===== config.mk =====
export PLATFORM = sky130hd
export DESIGN_NAME = dram_host_port_flat
export DESIGN_NICKNAME = d
export VERILOG_FILES = /design/src/rtl/dram_host_port_if.sv /design/src/rtl/dram_host_port.sv /design/src/flat_wrapper.sv
export SDC_FILE = /design/constraint.sdc
export NUM_CORES = 1
export LEC_CHECK = 0
export ABC_AREA = 1
export ABC_CLOCK_PERIOD_IN_PS = 2600
export CORE_ASPECT_RATIO = 1.1
export CORE_MARGIN = 8
export CORE_UTILIZATION = 56
export DETAILED_ROUTE_END_ITERATION = 12
export HOLD_SLACK_MARGIN = 0.15
export PLACE_DENSITY_LB_ADDON = 0.12
export SETUP_SLACK_MARGIN = 0.5
export SLEW_MARGIN = 20
export SYNTH_ARGS = -nofsm -noshare
export SYNTH_HDL_FRONTEND = slang
export SYNTH_SLANG_ARGS = --single-unit
export TNS_END_PERCENT = 100

===== constraint.sdc =====
create_clock -name clka -period 2.6 [get_ports clka]
set_input_delay 0.78 -clock clka [delete_from_list [all_inputs] [get_ports clka]]
set_output_delay 0.78 -clock clka [all_outputs]
set_load 0.1 [all_outputs]

===== src/rtl/dram_host_port_if.sv =====
// -----------------------------------------------------------------------------
// dram_host_port_if
// Bundles the byte streams and the CPU external DRAM port signals used by
// dram_host_port.
//   master : the host port itself (accepts input stream, produces output
//            stream, drives the DRAM port strobes/address/data)
//   slave  : the environment (stream source/sink, processor DRAM port)
// Signals
//   s_valid/s_data/s_ready  input image byte stream
//   m_valid/m_data/m_ready  result byte stream
//   data_in/add_in          DRAM write data / address
//   data_write/data_read    DRAM strobes
//   selection/enable        DRAM ownership / processor run enable
//   finish/data_out         processor done flag / DRAM read data
// -----------------------------------------------------------------------------
interface dram_host_port_if;
    logic        s_valid;
    logic [7:0]  s_data;
    logic        s_ready;
    logic        m_valid;
    logic [7:0]  m_data;
    logic        m_ready;
    logic [7:0]  data_in;
    logic [15:0] add_in;
    logic        data_write;
    logic        data_read;
    logic        selection;
    logic        enable;
    logic        finish;
    logic [7:0]  data_out;

    modport master (
        input  s_valid, s_data, m_ready, finish, data_out,
        output s_ready, m_valid, m_data, data_in, add_in,
               data_write, data_read, selection, enable
    );

    modport slave (
        output s_valid, s_data, m_ready, finish, data_out,
        input  s_ready, m_valid, m_data, data_in, add_in,
               data_write, data_read, selection, enable
    );
endinterface


===== src/rtl/dram_host_port.sv =====
// -----------------------------------------------------------------------------
// dram_host_port
// Host-side master for the external DRAM port of the downsampling CPU.
// Sequence per start pulse:
//   LOAD   : stream IN_COUNT bytes into DRAM at IN_BASE.. (16-bit wrap)
//   RUN    : hand DRAM to the processor (selection=1, enable=1), wait finish
//   UNLOAD : read OUT_COUNT bytes from OUT_BASE.. and stream them out
//   FIN    : one-cycle done pulse, back to IDLE
// A RUN phase lasting TIMEOUT cycles aborts with sticky error and a done pulse.
// Ports
//   clka   clock, all state on the rising edge
//   rst_n  asynchronous active-low reset
//   start  one-cycle start pulse, only honoured in IDLE
//   busy   high in every state except IDLE
//   done   one-cycle pulse at the end of a sequence (normal or aborted)
//   error  sticky RUN timeout flag, cleared by the next accepted start
//   bus    stream + DRAM port bundle (master side)
// All outputs are registered.
// -----------------------------------------------------------------------------
module dram_host_port #(
    parameter logic [15:0] IN_BASE   = 16'h0000,
    parameter int          IN_COUNT  = 65536,
    parameter logic [15:0] OUT_BASE  = 16'h0000,
    parameter int          OUT_COUNT = 16384,
    parameter int          RD_LAT    = 1,
    parameter int          TIMEOUT   = 2**24
) (
    input  logic             clka,
    input  logic             rst_n,
    input  logic             start,
    output logic             busy,
    output logic             done,
    output logic             error,
    dram_host_port_if.master bus
);

    // 17-bit byte counters so a full 65536-byte transfer is representable.
    localparam logic [16:0] IN_TOTAL  = 17'(IN_COUNT);
    localparam logic [16:0] OUT_TOTAL = 17'(OUT_COUNT);
    localparam int          TW        = $clog2(TIMEOUT + 1);
    localparam logic [TW-1:0] RUN_LAST = TW'(TIMEOUT - 1);
    localparam int          LW        = (RD_LAT > 1) ? $clog2(RD_LAT) : 1;
    localparam logic [LW-1:0] WAIT_LAST = LW'(RD_LAT - 1);

    typedef enum logic [2:0] {
        S_IDLE,
        S_LOAD,
        S_RUN,
        S_STOP,
        S_RD,
        S_WAIT,
        S_HOLD,
        S_FIN
    } state_t;

    state_t        state_q;
    logic [16:0]   cnt_q;
    logic [16:0]   cnt_d;
    logic [TW-1:0] run_cnt_q;
    logic [LW-1:0] wait_cnt_q;

    logic          s_ready_q;
    logic          m_valid_q;
    logic [7:0]    m_data_q;
    logic [7:0]    data_in_q;
    logic [15:0]   add_in_q;
    logic          data_write_q;
    logic          data_read_q;
    logic          selection_q;
    logic          enable_q;
    logic          busy_q;
    logic          done_q;
    logic          error_q;

    assign cnt_d = cnt_q + 17'd1;

    always_ff @(posedge clka or negedge rst_n) begin
        if (!rst_n) begin
            state_q      <= S_IDLE;
            cnt_q        <= '0;
            run_cnt_q    <= '0;
            wait_cnt_q   <= '0;
            s_ready_q    <= 1'b0;
            m_valid_q    <= 1'b0;
            m_data_q     <= '0;
            data_in_q    <= '0;
            add_in_q     <= '0;
            data_write_q <= 1'b0;
            data_read_q  <= 1'b0;
            selection_q  <= 1'b0;
            enable_q     <= 1'b0;
            busy_q       <= 1'b0;
            done_q       <= 1'b0;
            error_q      <= 1'b0;
        end else begin
            // Strobes and done are single-cycle pulses unless re-armed below.
            data_write_q <= 1'b0;
            data_read_q  <= 1'b0;
            done_q       <= 1'b0;

            case (state_q)
                S_IDLE: begin
                    if (start) begin
                        state_q   <= S_LOAD;
                        cnt_q     <= '0;
                        error_q   <= 1'b0;
                        busy_q    <= 1'b1;
                        s_ready_q <= 1'b1;
                    end
                end

                S_LOAD: begin
                    if (cnt_q == IN_TOTAL) begin
                        // Last write strobe has just completed with selection=0;
                        // only now hand the DRAM over.
                        selection_q <= 1'b1;
                        enable_q    <= 1'b1;
                        run_cnt_q   <= '0;
                        state_q     <= S_RUN;
                    end else if (bus.s_valid && s_ready_q) begin
                        data_in_q    <= bus.s_data;
                        add_in_q     <= IN_BASE + cnt_q[15:0];
                        data_write_q <= 1'b1;
                        cnt_q        <= cnt_d;
                        if (cnt_d == IN_TOTAL) begin
                            s_ready_q <= 1'b0;
                        end
                    end
                end

                S_RUN: begin
                    run_cnt_q <= run_cnt_q + TW'(1);
                    // finish in the first RUN cycle may be left over from a
                    // previous job, so it is only honoured from cycle two.
                    if ((run_cnt_q != '0) && bus.finish) begin
                        enable_q <= 1'b0;
                        state_q  <= S_STOP;
                    end else if (run_cnt_q == RUN_LAST) begin
                        enable_q    <= 1'b0;
                        selection_q <= 1'b0;
                        error_q     <= 1'b1;
                        done_q      <= 1'b1;
                        state_q     <= S_FIN;
                    end
                end

                S_STOP: begin
                    // Processor disabled one cycle ago; reclaim the port and
                    // issue the first read on the same edge.
                    selection_q <= 1'b0;
                    cnt_q       <= '0;
                    add_in_q    <= OUT_BASE;
                    data_read_q <= 1'b1;
                    state_q     <= S_RD;
                end

                S_RD: begin
                    wait_cnt_q <= '0;
                    state_q    <= S_WAIT;
                end

                S_WAIT: begin
                    if (wait_cnt_q == WAIT_LAST) begin
                        m_data_q  <= bus.data_out;
                        m_valid_q <= 1'b1;
                        state_q   <= S_HOLD;
                    end else begin
                        wait_cnt_q <= wait_cnt_q + LW'(1);
                    end
                end

                S_HOLD: begin
                    if (bus.m_ready) begin
                        m_valid_q <= 1'b0;
                        cnt_q     <= cnt_d;
                        if (cnt_d == OUT_TOTAL) begin
                            done_q  <= 1'b1;
                            state_q <= S_FIN;
                        end else begin
                            add_in_q    <= OUT_BASE + cnt_d[15:0];
                            data_read_q <= 1'b1;
                            state_q     <= S_RD;
                        end
                    end
                end

                S_FIN: begin
                    busy_q  <= 1'b0;
                    state_q <= S_IDLE;
                end

                default: begin
                    state_q <= S_IDLE;
                end
            endcase
        end
    end

    assign busy           = busy_q;
    assign done           = done_q;
    assign error          = error_q;
    assign bus.s_ready    = s_ready_q;
    assign bus.m_valid    = m_valid_q;
    assign bus.m_data     = m_data_q;
    assign bus.data_in    = data_in_q;
    assign bus.add_in     = add_in_q;
    assign bus.data_write = data_write_q;
    assign bus.data_read  = data_read_q;
    assign bus.selection  = selection_q;
    assign bus.enable     = enable_q;

endmodule


===== src/flat_wrapper.sv =====
// flat-port wrapper written by rule: the top's interface ports become plain ports
module dram_host_port_flat 
#(
    parameter logic [15:0] IN_BASE   = 16'h0000,
    parameter int          IN_COUNT  = 65536,
    parameter logic [15:0] OUT_BASE  = 16'h0000,
    parameter int          OUT_COUNT = 16384,
    parameter int          RD_LAT    = 1,
    parameter int          TIMEOUT   = 2**24
)
  (clka, rst_n, start, busy, done, error, bus_s_valid, bus_s_data, bus_m_ready, bus_finish, bus_data_out, bus_s_ready, bus_m_valid, bus_m_data, bus_data_in, bus_add_in, bus_data_write, bus_data_read, bus_selection, bus_enable);
  dram_host_port_if bus_i ();
  input  logic clka;
  input  logic rst_n;
  input  logic start;
  output logic busy;
  output logic done;
  output logic error;
  input wire logic [$bits(bus_i.s_valid)-1:0] bus_s_valid;
  input wire logic [$bits(bus_i.s_data)-1:0] bus_s_data;
  input wire logic [$bits(bus_i.m_ready)-1:0] bus_m_ready;
  input wire logic [$bits(bus_i.finish)-1:0] bus_finish;
  input wire logic [$bits(bus_i.data_out)-1:0] bus_data_out;
  output wire logic [$bits(bus_i.s_ready)-1:0] bus_s_ready;
  output wire logic [$bits(bus_i.m_valid)-1:0] bus_m_valid;
  output wire logic [$bits(bus_i.m_data)-1:0] bus_m_data;
  output wire logic [$bits(bus_i.data_in)-1:0] bus_data_in;
  output wire logic [$bits(bus_i.add_in)-1:0] bus_add_in;
  output wire logic [$bits(bus_i.data_write)-1:0] bus_data_write;
  output wire logic [$bits(bus_i.data_read)-1:0] bus_data_read;
  output wire logic [$bits(bus_i.selection)-1:0] bus_selection;
  output wire logic [$bits(bus_i.enable)-1:0] bus_enable;
  assign bus_i.s_valid = bus_s_valid;
  assign bus_i.s_data = bus_s_data;
  assign bus_i.m_ready = bus_m_ready;
  assign bus_i.finish = bus_finish;
  assign bus_i.data_out = bus_data_out;
  assign bus_s_ready = bus_i.s_ready;
  assign bus_m_valid = bus_i.m_valid;
  assign bus_m_data = bus_i.m_data;
  assign bus_data_in = bus_i.data_in;
  assign bus_add_in = bus_i.add_in;
  assign bus_data_write = bus_i.data_write;
  assign bus_data_read = bus_i.data_read;
  assign bus_selection = bus_i.selection;
  assign bus_enable = bus_i.enable;
  dram_host_port #(.IN_BASE(IN_BASE), .IN_COUNT(IN_COUNT), .OUT_BASE(OUT_BASE), .OUT_COUNT(OUT_COUNT), .RD_LAT(RD_LAT), .TIMEOUT(TIMEOUT)) u_core (.clka(clka), .rst_n(rst_n), .start(start), .busy(busy), .done(done), .error(error), .bus(bus_i));
endmodule

==> impl_metrics.prom <==
# TYPE chip_impl_metric gauge
chip_impl_metric{name="number_of_cts_inserted_buffers",unit=""} 9
chip_impl_metric{name="fillers",unit=""} 664
chip_impl_metric{name="power_density",unit="nW/µm²"} 377.5
chip_impl_metric{name="syn_inst",unit=""} 646
chip_impl_metric{name="hold_bufs_at_cts",unit=""} 0
chip_impl_metric{name="antenna_left",unit=""} 0
chip_impl_metric{name="finalWeightedCongestion",unit=""} 0.9625
chip_impl_info{name="yosys.area.top_type",value="sky130_fd_sc_hd__dfrtp_1"} 1
chip_impl_info{name="setup.worst_path.end",value="u_core.cnt_q[1]"} 1
chip_impl_info{name="hold_path.class",value="in -> async"} 1
chip_impl_info{name="critical_path.startpoint_type",value="flip-flop"} 1
chip_impl_metric{name="synth_largest_type_area_fraction",unit="%"} 44.50
chip_impl_info{name="commonest_non_fill_non_tap_cells_in_the_layout",value="208 x sky130_fd_sc_hd__nand2_1, 79 x sky130_fd_sc_hd__dfrtp_1, 61 x sky130_fd_sc_hd__inv_1, 61 x sky130_fd_sc_hd__buf_4, 54 x sky130_fd_sc_hd__nor2_1"} 1
chip_impl_metric{name="synth.mux.area_fraction",unit="%"} 2.691
chip_impl_metric{name="insertion_delay",unit="ps"} 370
chip_impl_metric{name="total_switching_power",unit="W"} 0.0005495
chip_impl_metric{name="synth_xor_area_share",unit="%"} 1.449
chip_impl_metric{name="synthesis.area",unit="µm²"} 4836
chip_impl_metric{name="slew_at_the_pin_with_the_worst_max_slew_slack",unit="ps"} 499.2
chip_impl_metric{name="grt_max_degree",unit=""} 51
chip_impl_metric{name="multi_input_comb_area",unit="µm²"} 2561
chip_impl_metric{name="clock_tree_buf_depth",unit=""} 2
chip_impl_metric{name="slew_violations",unit=""} 0
chip_impl_info{name="r2r_start",value="u_core.cnt_q[1]"} 1
chip_impl_metric{name="die_width",unit="µm"} 104.6
chip_impl_metric{name="yosys.area_share.simple",unit="%"} 35.94
chip_impl_metric{name="floorplan.die_area",unit="µm²"} 11870
chip_impl_metric{name="final_period_minus_worst_setup_slack",unit="ps"} 2109
chip_impl_metric{name="cts-htree-levels",unit=""} 3
chip_impl_metric{name="synthAdderAreaFrac",unit="%"} 1.294
chip_impl_metric{name="flow.area_growth_from_synthesis",unit="%"} 25.98
chip_impl_metric{name="power_switching_share",unit="%"} 23.89
chip_impl_metric{name="routed_wire_length_per_instance",unit="µm"} 15.27
chip_impl_metric{name="grt-ovfl-total",unit=""} 0
chip_impl_metric{name="antenna_cells_inserted",unit=""} 0
chip_impl_metric{name="viasPerCell",unit=""} 5.383
chip_impl_metric{name="synth_compound_area_share",unit="%"} 6.882
chip_impl_metric{name="seq_area_frac_synth",unit="%"} 44.50
chip_impl_info{name="status",value="completed"} 1
chip_impl_info{name="clockRootBuffer",value="sky130_fd_sc_hd__clkbuf_8"} 1
chip_impl_metric{name="rows",unit=""} 35
chip_impl_info{name="criticalPathCategory",value="reg -> reg"} 1
chip_impl_metric{name="drt_first_pass_iters",unit=""} 4
chip_impl_info{name="reg2reg_to",value="u_core.cnt_q[1]"} 1
chip_impl_metric{name="worst_ep_arrival_time",unit="ps"} 2360
chip_impl_metric{name="place.port_buffers",unit=""} 62
chip_impl_metric{name="syn_nets",unit=""} 673
chip_impl_metric{name="share_seq_of_total_power",unit="%"} 58.1
chip_impl_metric{name="intPower",unit="W"} 0.001750
chip_impl_metric{name="drt-total-wl",unit="µm"} 12950
chip_impl_metric{name="number_of_global_route_vias_before_repair",unit=""} 4393
chip_impl_metric{name="timing.critical_path.fanout_max",unit=""} 15
chip_impl_metric{name="period_share",unit="%"} 81.12
chip_impl_info{name="most_common_cell_after_layout_fill_and_taps_aside",value="sky130_fd_sc_hd__nand2_1"} 1
chip_impl_metric{name="clkPwrFrac",unit="%"} 39.2
chip_impl_metric{name="max-cap-violations",unit=""} 0
chip_impl_metric{name="design_power_total",unit="W"} 0.002300
chip_impl_metric{name="ys_seq_elements",unit=""} 86
chip_impl_metric{name="timing.setup.tns",unit="ps"} 0
chip_impl_metric{name="vias",unit=""} 4565
chip_impl_metric{name="yosys_warnings",unit=""} 0
chip_impl_metric{name="synth_enable_flop_cells",unit=""} 0
chip_impl_metric{name="seqCellArea",unit="µm²"} 2161
chip_impl_metric{name="slew-limit-headroom",unit="%"} 66.37
chip_impl_metric{name="leakage",unit="nW"} 2.959
chip_impl_metric{name="post_route_cells_drive_above_1_share",unit="%"} 25.10
chip_impl_info{name="grt_setup_unrepaired",value="yes"} 1
chip_impl_metric{name="clk_transition_reported_paths",unit="ps"} 90
chip_impl_info{name="ys.flop_type",value="sky130_fd_sc_hd__dfrtp_1"} 1
chip_impl_metric{name="final.hold.worst_slack",unit="ps"} 367.0
chip_impl_metric{name="combPwrFrac",unit="%"} 2.7
chip_impl_metric{name="async_flop_share",unit="%"} 100.0
chip_impl_metric{name="critical_path_required",unit="ps"} 2850
chip_impl_info{name="cts_tree",value="yes"} 1
chip_impl_metric{name="io-pin-count",unit=""} 63
chip_impl_metric{name="worst_clock_skew",unit="ps"} 9.945
chip_impl_metric{name="count_of_final_setup_violators",unit=""} 0
chip_impl_metric{name="post_synth_num_cell_types",unit=""} 37
chip_impl_metric{name="hold_violations",unit=""} 0
chip_impl_metric{name="core_region_area",unit="µm²"} 8408
chip_impl_metric{name="fp.dieH",unit="µm"} 113.5
chip_impl_metric{name="fmax",unit="MHz"} 474.1
chip_impl_info{name="synth.area.top_cells",value="sky130_fd_sc_hd__dfrtp_1 45%, sky130_fd_sc_hd__nand2_1 17%, sky130_fd_sc_hd__nand3_1 5.0%"} 1
chip_impl_metric{name="drcViolationCount",unit=""} 0
chip_impl_metric{name="clkSinkCount",unit=""} 86
chip_impl_metric{name="timing.reg2reg.setup_slack",unit="ps"} 490
chip_impl_metric{name="global_route_wire_length_before_repair",unit="µm"} 20620
chip_impl_metric{name="nets",unit=""} 759
chip_impl_info{name="launch_point_of_the_critical_path",value="u_core.cnt_q[1]"} 1
chip_impl_metric{name="globalRouteTotalUtil",unit="%"} 21.00
chip_impl_metric{name="max-vdd-ir-drop",unit="V"} 0.0002472
chip_impl_info{name="main_combinational_cell_family_by_area_after_synthesis",value="simple AND/OR/NAND/NOR gates"} 1
chip_impl_metric{name="place.detailed.hpwl",unit="µm"} 9216
chip_impl_metric{name="antenna_found_initial",unit=""} 0
chip_impl_metric{name="initial_core_util",unit="%"} 57.51
chip_impl_metric{name="synthesized_area_per_cell",unit="µm²"} 7.486
chip_impl_metric{name="detail_route.iter0.violations",unit=""} 280
chip_impl_metric{name="r2r_cells",unit=""} 13
chip_impl_info{name="critPathCaptureType",value="flip-flop"} 1
## Yosys cell counts (2+ instances only)
cell	n
sky130_fd_sc_hd__nand2_2	20
sky130_fd_sc_hd__clkbuf_1	5
sky130_fd_sc_hd__inv_1	61
sky130_fd_sc_hd__nor2_4	4
sky130_fd_sc_hd__nand4_1	16
sky130_fd_sc_hd__a21oi_1	12
sky130_fd_sc_hd__o21ai_0	23
sky130_fd_sc_hd__inv_2	9
sky130_fd_sc_hd__nand2_1	219
sky130_fd_sc_hd__ha_1	5
sky130_fd_sc_hd__a31oi_1	3
sky130_fd_sc_hd__buf_2	6
sky130_fd_sc_hd__nor3_1	11
sky130_fd_sc_hd__nand3b_1	2
sky130_fd_sc_hd__mux2_2	8
sky130_fd_sc_hd__mux2i_1	4
sky130_fd_sc_hd__nor2_2	10
sky130_fd_sc_hd__xor2_1	7
sky130_fd_sc_hd__buf_4	2
sky130_fd_sc_hd__nor2_1	57
sky130_fd_sc_hd__nand3_1	48
sky130_fd_sc_hd__o22ai_1	12
sky130_fd_sc_hd__o21ai_2	2
sky130_fd_sc_hd__or2_2	2
sky130_fd_sc_hd__dfrtp_1	86
## cell families (layout without fill, tap and decap cells)
group | after synthesis | count (layout)
muxes | 12 | 12
AOI/OAI and AO/OA | 57 | 57
buffers and inverters | 85 | 176
xor gates and xnor gates | 8 | 8
adders and majority gates | 5 | 5
DFF | 86 | 86
and+or+nand+nor | 393 | 393
## layout make-up
cell class / instances / share of cell area, %
multi-input cells: 475 / 42.04
flip-flops and latches: 86 / 35.47
repair buffers: 89 / 12.80
inverters: 71 / 4.375
clock buffers: 11 / 2.321
well taps: 111 / 2.280
clock inverters: 5 / 0.7188
## per-stage QoR
step / setup slack [ps] / std cells / util, % / area, µm²
after floorplan: 509.2 / 646 / - / 4836
after global placement: 325.2 / 815 / 65.34 / 5494
after detailed placement: 303.4 / 815 / 65.34 / 5494
after CTS: 486.2 / 839 / 68.66 / 5773
after global routing: 407.7 / 848 / 72.46 / 6092
final: 490.9 / 848 / 72.46 / 6092
## worst max-delay path, stage by stage, from the launching register on
cell and delay (ps):
sky130_fd_sc_hd__dfrtp_2 460, sky130_fd_sc_hd__buf_6 140, sky130_fd_sc_hd__inv_1 60, sky130_fd_sc_hd__ha_1 190, sky130_fd_sc_hd__nand3_1 110, sky130_fd_sc_hd__nor3_2 220
sky130_fd_sc_hd__nand3_2 120, sky130_fd_sc_hd__nand2_2 120, sky130_fd_sc_hd__nor2_1 60, sky130_fd_sc_hd__o21ai_2 70, sky130_fd_sc_hd__nor2_1 50, sky130_fd_sc_hd__buf_4 200
sky130_fd_sc_hd__nand2_1 90, sky130_fd_sc_hd__nand2_1 70
## timing repair
action / in CTS / in global routing
gates cloned: 0 / 1
buffers inserted: 8 / 8
endpoints found under the setup margin: 29 / 63
gates resized for setup: 4 / 58
pin swaps: 2 / 22
## worst min-delay path by stage
stage,from,end,slack (ps),cells after the start
detailed placement,u_core.bus.m_valid,u_core.bus.m_valid,460,2
global placement,u_core.bus.enable,u_core.bus.enable,460,2
CTS,rst_n,u_core.bus.m_data[7],390,1
floorplan,u_core.run_cnt_q[19],u_core.run_cnt_q[19],470,1
finish,rst_n,u_core.bus.m_data[7],370,1
global route,rst_n,u_core.bus.m_data[7],410,1
## registers in the layout, summed over array words and instances (netlist names)
signal                 flops
u_core.bus.add_in         16
u_core.bus.data_in         8
u_core.bus.data_read       1
u_core.bus.data_write      1
u_core.bus.enable          1
u_core.bus.m_data          8
u_core.bus.m_valid         1
u_core.bus.s_ready         1
u_core.bus.selection       1
u_core.busy                1
u_core.cnt_q              17
u_core.done                1
u_core.error               1
u_core.run_cnt_q          25
u_core.state_q             3
## metal layers
layer,vias up,routed length [µm],global-route usage [%]
met5,-,0,0
met4,0,345,10.48
met3,29,767,3.779
met2,157,6771,36.67
met1,2147,5066,24.36
li1,2232,-,-
## power by group through the flow
| stage | clock [W] | combinational (W) | sequential (W) |
|---|---|---|---|
| floorplan | 0 | 0.000000547 | 0.00136 |
| global placement | 0 | 0.0000621 | 0.00136 |
| detailed placement | 0 | 0.0000632 | 0.00136 |
| CTS | 0.000916 | 0.0000633 | 0.00134 |
| global route | 0.000970 | 0.0000686 | 0.00134 |
| finish | 0.000902 | 0.0000610 | 0.00134 |
No activity file was read; power rests on OpenSTA's default activity.
==> variant (config.mk and constraints unchanged) <==
`RD_LAT` is set to 1 in 2 places; all go to 2.
--- a/src/rtl/dram_host_port.sv
+++ b/src/rtl/dram_host_port.sv
@@ -22,7 +22,7 @@
     parameter int          IN_COUNT  = 65536,
     parameter logic [15:0] OUT_BASE  = 16'h0000,
     parameter int          OUT_COUNT = 16384,
-    parameter int          RD_LAT    = 1,
+    parameter int          RD_LAT    = 2,
     parameter int          TIMEOUT   = 2**24
 ) (
     input  logic             clka,
--- a/src/flat_wrapper.sv
+++ b/src/flat_wrapper.sv
@@ -5,7 +5,7 @@
     parameter int          IN_COUNT  = 65536,
     parameter logic [15:0] OUT_BASE  = 16'h0000,
     parameter int          OUT_COUNT = 16384,
-    parameter int          RD_LAT    = 1,
+    parameter int          RD_LAT    = 2,
     parameter int          TIMEOUT   = 2**24
 )
   (clka, rst_n, start, busy, done, error, bus_s_valid, bus_s_data, bus_m_ready, bus_finish, bus_data_out, bus_s_ready, bus_m_valid, bus_m_data, bus_data_in, bus_add_in, bus_data_write, bus_data_read, bus_selection, bus_enable);
Check against the original RTL: no difference found for any inputs over 10 cycles, from zero or initial values and one cycle with rst_n low; that may be too few to reach the edited logic, so the function may still have changed.
==> variant against the original RTL <==
Final cell count rose by 1.3%; cell area rose by 4.2%; sequential cell count rose by 1; area after synthesis rose by 1.4%; setup slack got worse by 32 ps; wire length rose by 6.9%; critical path type unchanged; critical endpoint is now u_core.state_q[0].
Power is not compared: it rests on default switching activity, and its combinational part moved more than twofold at a synthesized area within 25%.
==> variant: results (changes against the original RTL) <==
[timing]
finalHoldViolCount=0  ; unchanged
clock-skew-final_ps=13.84  ; +3.890 ps
max_freq_mhz=467.0  ; -1.5%
fin_hold_ws_ps=268.0  ; -99.05 ps
worstMarginPinSlew_ps=355.9  ; -143.3 ps

[global_routing]
grt_use_total_pct=22.86  ; +1.9 points
grtUsageMet1_pct=30.20  ; +5.8 points
met3_usage_pct=6.644  ; +2.9 points
use_met2_pct=35.07  ; -1.6 points
antenna_found_initial=0  ; unchanged
grt_pass1_vias=4619  ; +5.1%
grt_pass1_wl_mm=22.38  ; +8.5%

[worst_setup_path]
critPathMaxFanout=8  ; -7
cp_slowest_stage_delay_ps=430  ; -30 ps
crit_slowest_cell=dfrtp_1
rr_worst_depth=15  ; +2
crit_path_end=u_core.state_q[0]
crit_arrival_ps=2410  ; +50 ps
cp_top_family=simple AND/OR/NAND/NOR gates
ff2ff_setup_slack_ps=460  ; -30 ps
crit_start=u_core.cnt_q[0]

[yosys]
synth_area_leaders=dfrtp_1, nand2_1, inv_1
synth.mux.area_fraction_pct=4.082  ; +1.4 points
synth_fa_ha_area_share_pct=1.020  ; -0.27 points
synth-xor-area-share_pct=1.046  ; -0.40 points
synth-seq-area-share_pct=44.39  ; -0.11 points
synth-compound-area-share_pct=6.709  ; -0.17 points
synthTopCellsByCount=nand2_1, dfrtp_1, inv_1, nor2_1, nand3_1
async_reset_ff_share_pct=100.0  ; unchanged
syn_nets=668  ; -0.74%

[clock_tree]
htreeDepth=3  ; unchanged
clockBufferDepth=2  ; unchanged
cts-buffers-inserted=9  ; unchanged

[placed_design]
gp_congestion=0.9148  ; -5.0%
placed_cell_area_um2=5575  ; +1.5%
hpwl_mm=9.393  ; +1.9%
dp_slack_ps=355.5  ; +52.07 ps

[outcome]
status=complete, no violations

[routing]
dr.pass1.iters=5  ; +1
routed.top_layer=met4
ant_nets=0  ; unchanged
dr_wl_met2_mm=6.374  ; -5.9%
met1Wirelength_mm=5.955  ; +18%
met3_length_mm=1.218  ; +59%
drtIter0Drc=451  ; +61%
post_drt_wl_per_cell_um=16.12  ; +5.5%
viasPerCell=5.604  ; +4.1%

[worst_hold_path]
hold_path_class=in2async

[final_layout]
largest_register_ffs=25  ; unchanged
n_fill_cell=665  ; +0.15%
drive_gt1_share_pct=29.53  ; +4.4 points
antenna_cells=0  ; unchanged
final_nets=768  ; +1.2%

[power_and_ir_drop]
p_leak_nw=3.103
peakVddDrop_uv=1110

[run]
max-cap-violations=0  ; unchanged

## variant: changes by cell type after synthesis, sizes merged, moves of 2 or more
cell,change
nand2,-13
mux2,+8
nand4,+4
buf,-3
inv,+3
a31oi,-2
mux2i,-2
nand3,+2
nand3b,-2
nor2,+2
xor2,-2
## variant: through the flow
| step | total power [W] | util (%) | cells |
|---|---|---|---|
| floorplan | 0.004082 | - | 642 |
| global placement | 0.004721 | 64.13 | 816 |
| detailed placement | 0.004765 | 64.13 | 816 |
| CTS | 0.005805 | 68.18 | 842 |
| global route | 0.006387 | 73.01 | 859 |
| finish | 0.006091 | 73.01 | 859 |
## variant: power groups by stage
stage          Combinational, W  Sequential (W)  Clock (W)
6_report                0.00339         0.00179   0.000913
2_1_floorplan           0.00104         0.00304          0
5_1_grt                 0.00358         0.00183   0.000976
3_3_place_gp            0.00293         0.00179          0
3_5_place_dp            0.00296         0.00181          0
4_1_cts                 0.00309         0.00179   0.000926
## variant: cell families after synthesis
kind of cell,Yosys count
buf+inv,84
flops,87
mux,18
fa+ha+maj,4
simple gates,386
compound gates,58
xor+xnor,5
## variant: area by class of cell
type	instances	share of cell area (%)
multi-input cells	473	43.07
repair buffers	98	13.07
inverters	73	4.475
clock buffers	10	2.011
flip-flops and latches	87	34.36
clock inverters	4	0.7688
well taps	114	2.247
## variant: repair_timing
item | 4_1_cts | 5_1_grt
gates cloned | 2 | 2
pin swaps | 13 | 32
gates resized for setup | 16 | 86
buffers inserted | 10 | 15
endpoints found under the setup margin | 36 | 52
## variant: worst register-to-register path, delay by kind of cell, from the launching register on
| family | cells | cell delay [ps] |
|---|---|---|
| simple gates | 11 | 990 |
| fa+ha+maj | 1 | 190 |
| flops | 1 | 430 |
| buf+inv | 3 | 420 |
